===== config.mk =====
export PLATFORM = sky130hd
export DESIGN_NAME = alu_seq_flat
export DESIGN_NICKNAME = d
export VERILOG_FILES = /design/src/rtl/alu_seq_if.sv /design/src/rtl/alu_seq.sv /design/src/flat_wrapper.sv
export SDC_FILE = /design/constraint.sdc
export NUM_CORES = 1
export LEC_CHECK = 0
export ABC_AREA = 1
export CORE_ASPECT_RATIO = 1.4
export CORE_UTILIZATION = 53
export CTS_CLUSTER_SIZE = 20
export DETAILED_ROUTE_END_ITERATION = 10
export PLACE_DENSITY = 0.72
export REMOVE_ABC_BUFFERS = 1
export SYNTH_ARGS = -nofsm -noshare
export SYNTH_HDL_FRONTEND = slang
export SYNTH_SLANG_ARGS = --single-unit

===== constraint.sdc =====
create_clock -name clk -period 5.2 [get_ports clk]
set_input_delay 1.3 -clock clk [delete_from_list [all_inputs] [get_ports clk]]
set_output_delay 1.3 -clock clk [all_outputs]
set_load 0.05 [all_outputs]

===== src/rtl/alu_seq_if.sv =====
// alu_seq_if: op request / result response handshake bundle for alu_seq
interface alu_seq_if #(parameter int WIDTH = 16);
  logic in_valid, in_ready, out_valid, out_ready, busy;
  logic [4:0] op, flags;
  logic [WIDTH-1:0] rdest, rsrc, result;
  modport master (output in_valid, op, rdest, rsrc, out_ready, input in_ready, out_valid, result, flags, busy);
  modport slave (input in_valid, op, rdest, rsrc, out_ready, output in_ready, out_valid, result, flags, busy);
endinterface


===== src/rtl/alu_seq.sv =====
// alu_seq: multi-cycle ALU (1-cycle arith/logic, bit-serial shifts, shift-add MUL) owning the PSR flags
module alu_seq #(
  parameter int WIDTH = 16,
  parameter bit MUL_EN = 1'b1
) (
  input logic clk,
  input logic rst_n,
  alu_seq_if.slave bus
);
  localparam int CW = $clog2(WIDTH) + 1;
  localparam logic [2:0] S_IDLE = 3'd0, S_EXEC = 3'd1, S_SHIFT = 3'd2, S_MUL = 3'd3, S_DONE = 3'd4;
  localparam logic [4:0] OP_ADD = 5'b00000, OP_ADDU = 5'b00010, OP_ADDC = 5'b00100, OP_SUB = 5'b01000,
    OP_CMP = 5'b01010, OP_AND = 5'b01101, OP_OR = 5'b01110, OP_XOR = 5'b01111, OP_NOT = 5'b10000,
    OP_LSH = 5'b10001, OP_RSH = 5'b10011, OP_ALSH = 5'b10101, OP_ARSH = 5'b10110, OP_MUL = 5'b11000;
  logic [2:0] state;
  logic [4:0] opr, psr, ex_flags;
  logic [WIDTH-1:0] a, b, bb, ex_res, res;
  logic [WIDTH:0] sum;
  logic [2*WIDTH-1:0] ma, prod;
  logic [CW-1:0] cnt, amt;
  logic alsh_f, is_add, is_sub, is_shift, is_mul, ovf;
  assign bus.in_ready = state == S_IDLE;
  assign bus.out_valid = state == S_DONE;
  assign bus.busy = state != S_IDLE;
  assign bus.result = res;
  assign bus.flags = psr;
  assign is_shift = bus.op inside {OP_LSH, OP_RSH, OP_ALSH, OP_ARSH};
  assign is_mul = MUL_EN && bus.op == OP_MUL;
  assign amt = bus.rsrc[CW-1:0] > CW'(WIDTH) ? CW'(WIDTH) : bus.rsrc[CW-1:0];
  always_comb begin
    is_add = opr inside {OP_ADD, OP_ADDU, OP_ADDC};
    is_sub = opr inside {OP_SUB, OP_CMP};
    bb = is_sub ? ~b : b;
    sum = {1'b0, a} + {1'b0, bb} + {{WIDTH{1'b0}}, is_sub || (opr == OP_ADDC && psr[4])};
    ovf = (a[WIDTH-1] == bb[WIDTH-1]) && (sum[WIDTH-1] != a[WIDTH-1]);
    case (opr)
      OP_ADD, OP_ADDU, OP_ADDC, OP_SUB: ex_res = sum[WIDTH-1:0];
      OP_AND: ex_res = a & b;
      OP_OR: ex_res = a | b;
      OP_XOR: ex_res = a ^ b;
      OP_NOT: ex_res = ~a;
      default: ex_res = '0;
    endcase
    ex_flags = is_add ? {sum[WIDTH], 1'b0, ovf, sum[WIDTH-1:0] == '0, 1'b0} :
               is_sub ? {sum[WIDTH], a < b, ovf, a == b, $signed(a) < $signed(b)} : psr;
  end
  always_ff @(posedge clk or negedge rst_n) begin
    if (!rst_n) begin
      state <= S_IDLE;
      opr <= '0;
      a <= '0;
      b <= '0;
      ma <= '0;
      prod <= '0;
      cnt <= '0;
      alsh_f <= 1'b0;
      res <= '0;
      psr <= '0;
    end else begin
      case (state)
        S_IDLE: if (bus.in_valid) begin
          opr <= bus.op;
          a <= bus.rdest;
          b <= bus.rsrc;
          ma <= {{WIDTH{1'b0}}, bus.rdest};
          prod <= '0;
          alsh_f <= 1'b0;
          cnt <= is_mul ? CW'(WIDTH) : amt;
          state <= is_mul ? S_MUL : is_shift ? S_SHIFT : S_EXEC;
        end
        S_EXEC: begin
          res <= ex_res;
          psr <= ex_flags;
          state <= S_DONE;
        end
        S_SHIFT: if (cnt == '0) begin
          res <= a;
          psr <= {psr[4:3], opr == OP_ALSH ? alsh_f : psr[2], a == '0, psr[0]};
          state <= S_DONE;
        end else begin
          a <= opr inside {OP_LSH, OP_ALSH} ? a << 1 : opr == OP_RSH ? a >> 1 : {a[WIDTH-1], a[WIDTH-1:1]};
          alsh_f <= alsh_f | (a[WIDTH-1] ^ a[WIDTH-2]);
          cnt <= cnt - CW'(1);
        end
        S_MUL: if (cnt == '0) begin
          res <= prod[WIDTH-1:0];
          psr <= {|prod[2*WIDTH-1:WIDTH], psr[3:2], prod[WIDTH-1:0] == '0, psr[0]};
          state <= S_DONE;
        end else begin
          prod <= prod + (b[0] ? ma : '0);
          ma <= ma << 1;
          b <= b >> 1;
          cnt <= cnt - CW'(1);
        end
        S_DONE: if (bus.out_ready) state <= S_IDLE;
        default: state <= S_IDLE;
      endcase
    end
  end
endmodule


===== src/flat_wrapper.sv =====
// flat-port wrapper written by rule: the top's interface ports become plain ports
module alu_seq_flat 
#(
  parameter int WIDTH = 16,
  parameter bit MUL_EN = 1'b1
)
  (clk, rst_n, bus_in_valid, bus_op, bus_rdest, bus_rsrc, bus_out_ready, bus_in_ready, bus_out_valid, bus_result, bus_flags, bus_busy);
  alu_seq_if #(.WIDTH(WIDTH)) bus_i ();
  input logic clk;
  input logic rst_n;
  input wire logic [$bits(bus_i.in_valid)-1:0] bus_in_valid;
  input wire logic [$bits(bus_i.op)-1:0] bus_op;
  input wire logic [$bits(bus_i.rdest)-1:0] bus_rdest;
  input wire logic [$bits(bus_i.rsrc)-1:0] bus_rsrc;
  input wire logic [$bits(bus_i.out_ready)-1:0] bus_out_ready;
  output wire logic [$bits(bus_i.in_ready)-1:0] bus_in_ready;
  output wire logic [$bits(bus_i.out_valid)-1:0] bus_out_valid;
  output wire logic [$bits(bus_i.result)-1:0] bus_result;
  output wire logic [$bits(bus_i.flags)-1:0] bus_flags;
  output wire logic [$bits(bus_i.busy)-1:0] bus_busy;
  assign bus_i.in_valid = bus_in_valid;
  assign bus_i.op = bus_op;
  assign bus_i.rdest = bus_rdest;
  assign bus_i.rsrc = bus_rsrc;
  assign bus_i.out_ready = bus_out_ready;
  assign bus_in_ready = bus_i.in_ready;
  assign bus_out_valid = bus_i.out_valid;
  assign bus_result = bus_i.result;
  assign bus_flags = bus_i.flags;
  assign bus_busy = bus_i.busy;
  alu_seq #(.WIDTH(WIDTH), .MUL_EN(MUL_EN)) u_core (.clk(clk), .rst_n(rst_n), .bus(bus_i));
endmodule

==> metrics.txt <==
Hold Crit Start=u_core.bus.result[5]; Area contributors post-synth=dfrtp_1, ha_1, nand2_1; Via Count=10.7k; final WL=35,400 µm; Area growth syn-to-layout=12.9%; clock period minus final worst setup slack=between 3 and 4 ns; worst r2r dst=u_core.bus.flags[1]; grt ovf=0; Most used DFF post-synth=dfrtp_1; Rel. slew slack=0.177; synth warn=0; Final #Nets=~1.7k; synthesized cell area=~11,000 µm²; cell taking the most area after synthesis=dfrtp_1; skew final=between 0.01 and 0.015 ns; FFs w/ async S/R, synth=1.00; Clock Latency Late Sink=~0.43 ns; number of H-tree levels=4; final setup violating endpoints=0; Synth cell types=50; fmax=around 270 MHz; Cells after Synth=roughly 1.5k; worst path required time=5.55 ns; post-route ant nets=0; fin area=11,900 µm²; Worst-path clk slew=around 0.06 ns; initial antenna violation count=0; Worst Tran Pin Value=around 1.2 ns; Seq/Total Area, Yosys=0.312; Residual DRC=0; antenna cells=0; Hold Slack=0.486 ns; critical path type=flip-flop to flip-flop; Final period util=0.724; r2r setup slk=1.44 ns; total CTS buffers=17; hold buffer count at cts=0; worst-path fanout max=35; RSZ-0062 raised after global routing=no; HPWL after DPL=about 27,000 µm; Setup Buffers After CTS=0; R2R cell count=19; critical path capture point type=flip-flop; Setup crit start kind=flip-flop; count leader, synth=nand2_1; I/O pin total=65; TritonCTS sink count=around 130; First-pass DRT Iterations=6; worst hold stages=2; Hold Path End=u_core.bus.result[5]; PostCTS Resize Cnt=0; VDD IR max=0.000496 V; Hold Crit Class=flip-flop to flip-flop; synth cell count leaders=nand2_1, inv_1, o21ai_0, dfrtp_1, a21oi_1; GRT Total Usage=0.360; Die Area=20,400 µm²; Port Buf Inserts=64; status=complete, no violations; Reg-to-Reg Start=u_core.b[0]; CORE AREA=just under 20,000 µm²; proportion of layout cells with a drive suffix above 1=0.0422; Critical Path AT=a little over 4 ns; final hold vios=0; syn_area_per_cell=7.08 µm²; Final Core Density=0.615; root buffer cell=clkbuf_16; max_cap viols=0; Longest Clk Path Bufs=2; row count=60; Post-Route Setup TNS=0 ns; Post-synth EDFFs=0; first-pass GRT wire length=about 56,000 µm; die height=between 150 and 200 µm; Final Wtd Congestion=~1; register bit count reported by yosys=around 130; Slew Limit Fails=0; post-placement cell area=about 11,000 µm²; Initial Util=0.544; vias per cell=5.96; WL/cell=slightly below 20 µm; Die Span X=121 µm; PwrDens=647 nW/µm²; starting DRC count in detailed routing=between 800 and 900; Design Power=roughly 7.7 mW; leakage=around 5.8 nW; via count of the first global-routing pass=between 10k and 15k; CTS tree=yes; largest net degree at the start of global routing=92; Synth top area share=0.312
cell usage in the layout, fill, tap and decap left out, drive strengths merged, types with 2 or more instances in the layout:
cell and count:
dfrtp 131, a21oi 118, bufinv 2, o211ai 37, o22ai 34, nand2 325
xnor2 2, o2111ai 2, nor3 14, a221oi 7, inv 224, nand4 16
clkinv 9, or2 2, o21bai 9, o21a 2, clkinvlp 3, buf 7
nor2 113, a22oi 2, nand3b 5, nand3 71, nor4 12, clkbuf 18
ha 97, a211oi 2, o221ai 10, xor2 21, fa 3, clkdlybuf4s50 63
o21ai 150, a31oi 22
routing by layer:
layer | wire length [µm] | global-route usage | up-vias | share of wire
met3 | 1550 | 0.0583 | 128 | 0.044
met5 | 0 | 0 | - | 0
met1 | 13600 | 0.399 | 5058 | 0.38
met4 | 2240 | 0.215 | 0 | 0.063
li1 | - | - | 5072 | -
met2 | 18000 | 0.640 | 394 | 0.51
cell type report:
class | count | area (µm²)
Fill cell | 1856 | 7440
Multi-Input combinational cell | 1082 | 6160
Sequential cell | 131 | 3280
Inverter | 225 | 845
Timing Repair Buffer | 70 | 687
Clock buffer | 18 | 439
Tap cell | 248 | 310
Clock inverter | 13 | 138
critical path: stages, from the launching register on:
cell	delay, ns
dfrtp_1	1.16
inv_1	0.23
xor2_1	0.24
fa_1	0.50
inv_1	0.11
fa_1	0.21
inv_1	0.07
nand3_1	0.10
nand2_1	0.12
nand2_1	0.10
nand2_1	0.07
nand3_1	0.12
nand2_1	0.08
nand2_1	0.10
nand2_1	0.06
nor2_1	0.11
nand3_1	0.08
nand2_1	0.06
nand2_1	0.05
a21oi_1	0.13
state kept, by name (all words and copies together) (netlist names):
register,cells
u_core.ma,32
u_core.prod,32
u_core.a,16
u_core.b,16
u_core.bus.result,16
u_core.bus.flags,5
u_core.cnt,5
u_core.opr,5
u_core.state,3
u_core.alsh_f,1
power breakdown:
part           total (mW)  leakage [nW]  internal [mW]  switching [mW]
logic                4.69          3.85           1.49            3.20
registers            1.77          1.68           1.34           0.431
clock network        1.21         0.278          0.714           0.491
per-stage QoR:
stage	std cells	setup slack [ns]
5_1_grt	1787	1.18
4_1_cts	1787	1.48
3_3_place_gp	1756	1.63
2_1_floorplan	1438	2.05
3_5_place_dp	1756	1.50
6_report	1787	1.44
worst max path at each step:
stage | slack (ns) | end | cells after the start | startpoint
finish | 1.44 | u_core.bus.flags[1] | 19 | u_core.b[0]
global route | 1.18 | u_core.bus.flags[1] | 19 | u_core.b[0]
CTS | 1.48 | u_core.bus.flags[1] | 19 | u_core.b[0]
detailed placement | 1.50 | u_core.bus.flags[1] | 19 | u_core.b[0]
global placement | 1.63 | u_core.bus.flags[1] | 19 | u_core.b[0]
floorplan | 2.05 | u_core.prod[1] | 9 | u_core.state[2]
cell families (layout without fill, tap and decap cells):
logic type	Yosys count	after routing	share of synthesized area
adder cells (fa/ha/maj)	100	100	0.121
XOR/XNOR	23	23	0.0192
AND/OR/NAND/NOR	560	560	0.227
flip-flops	131	131	0.312
AO/OA/AOI/OAI	399	399	0.219
buffers and inverters	271	326	0.101
(Power assumes the default switching activity.)
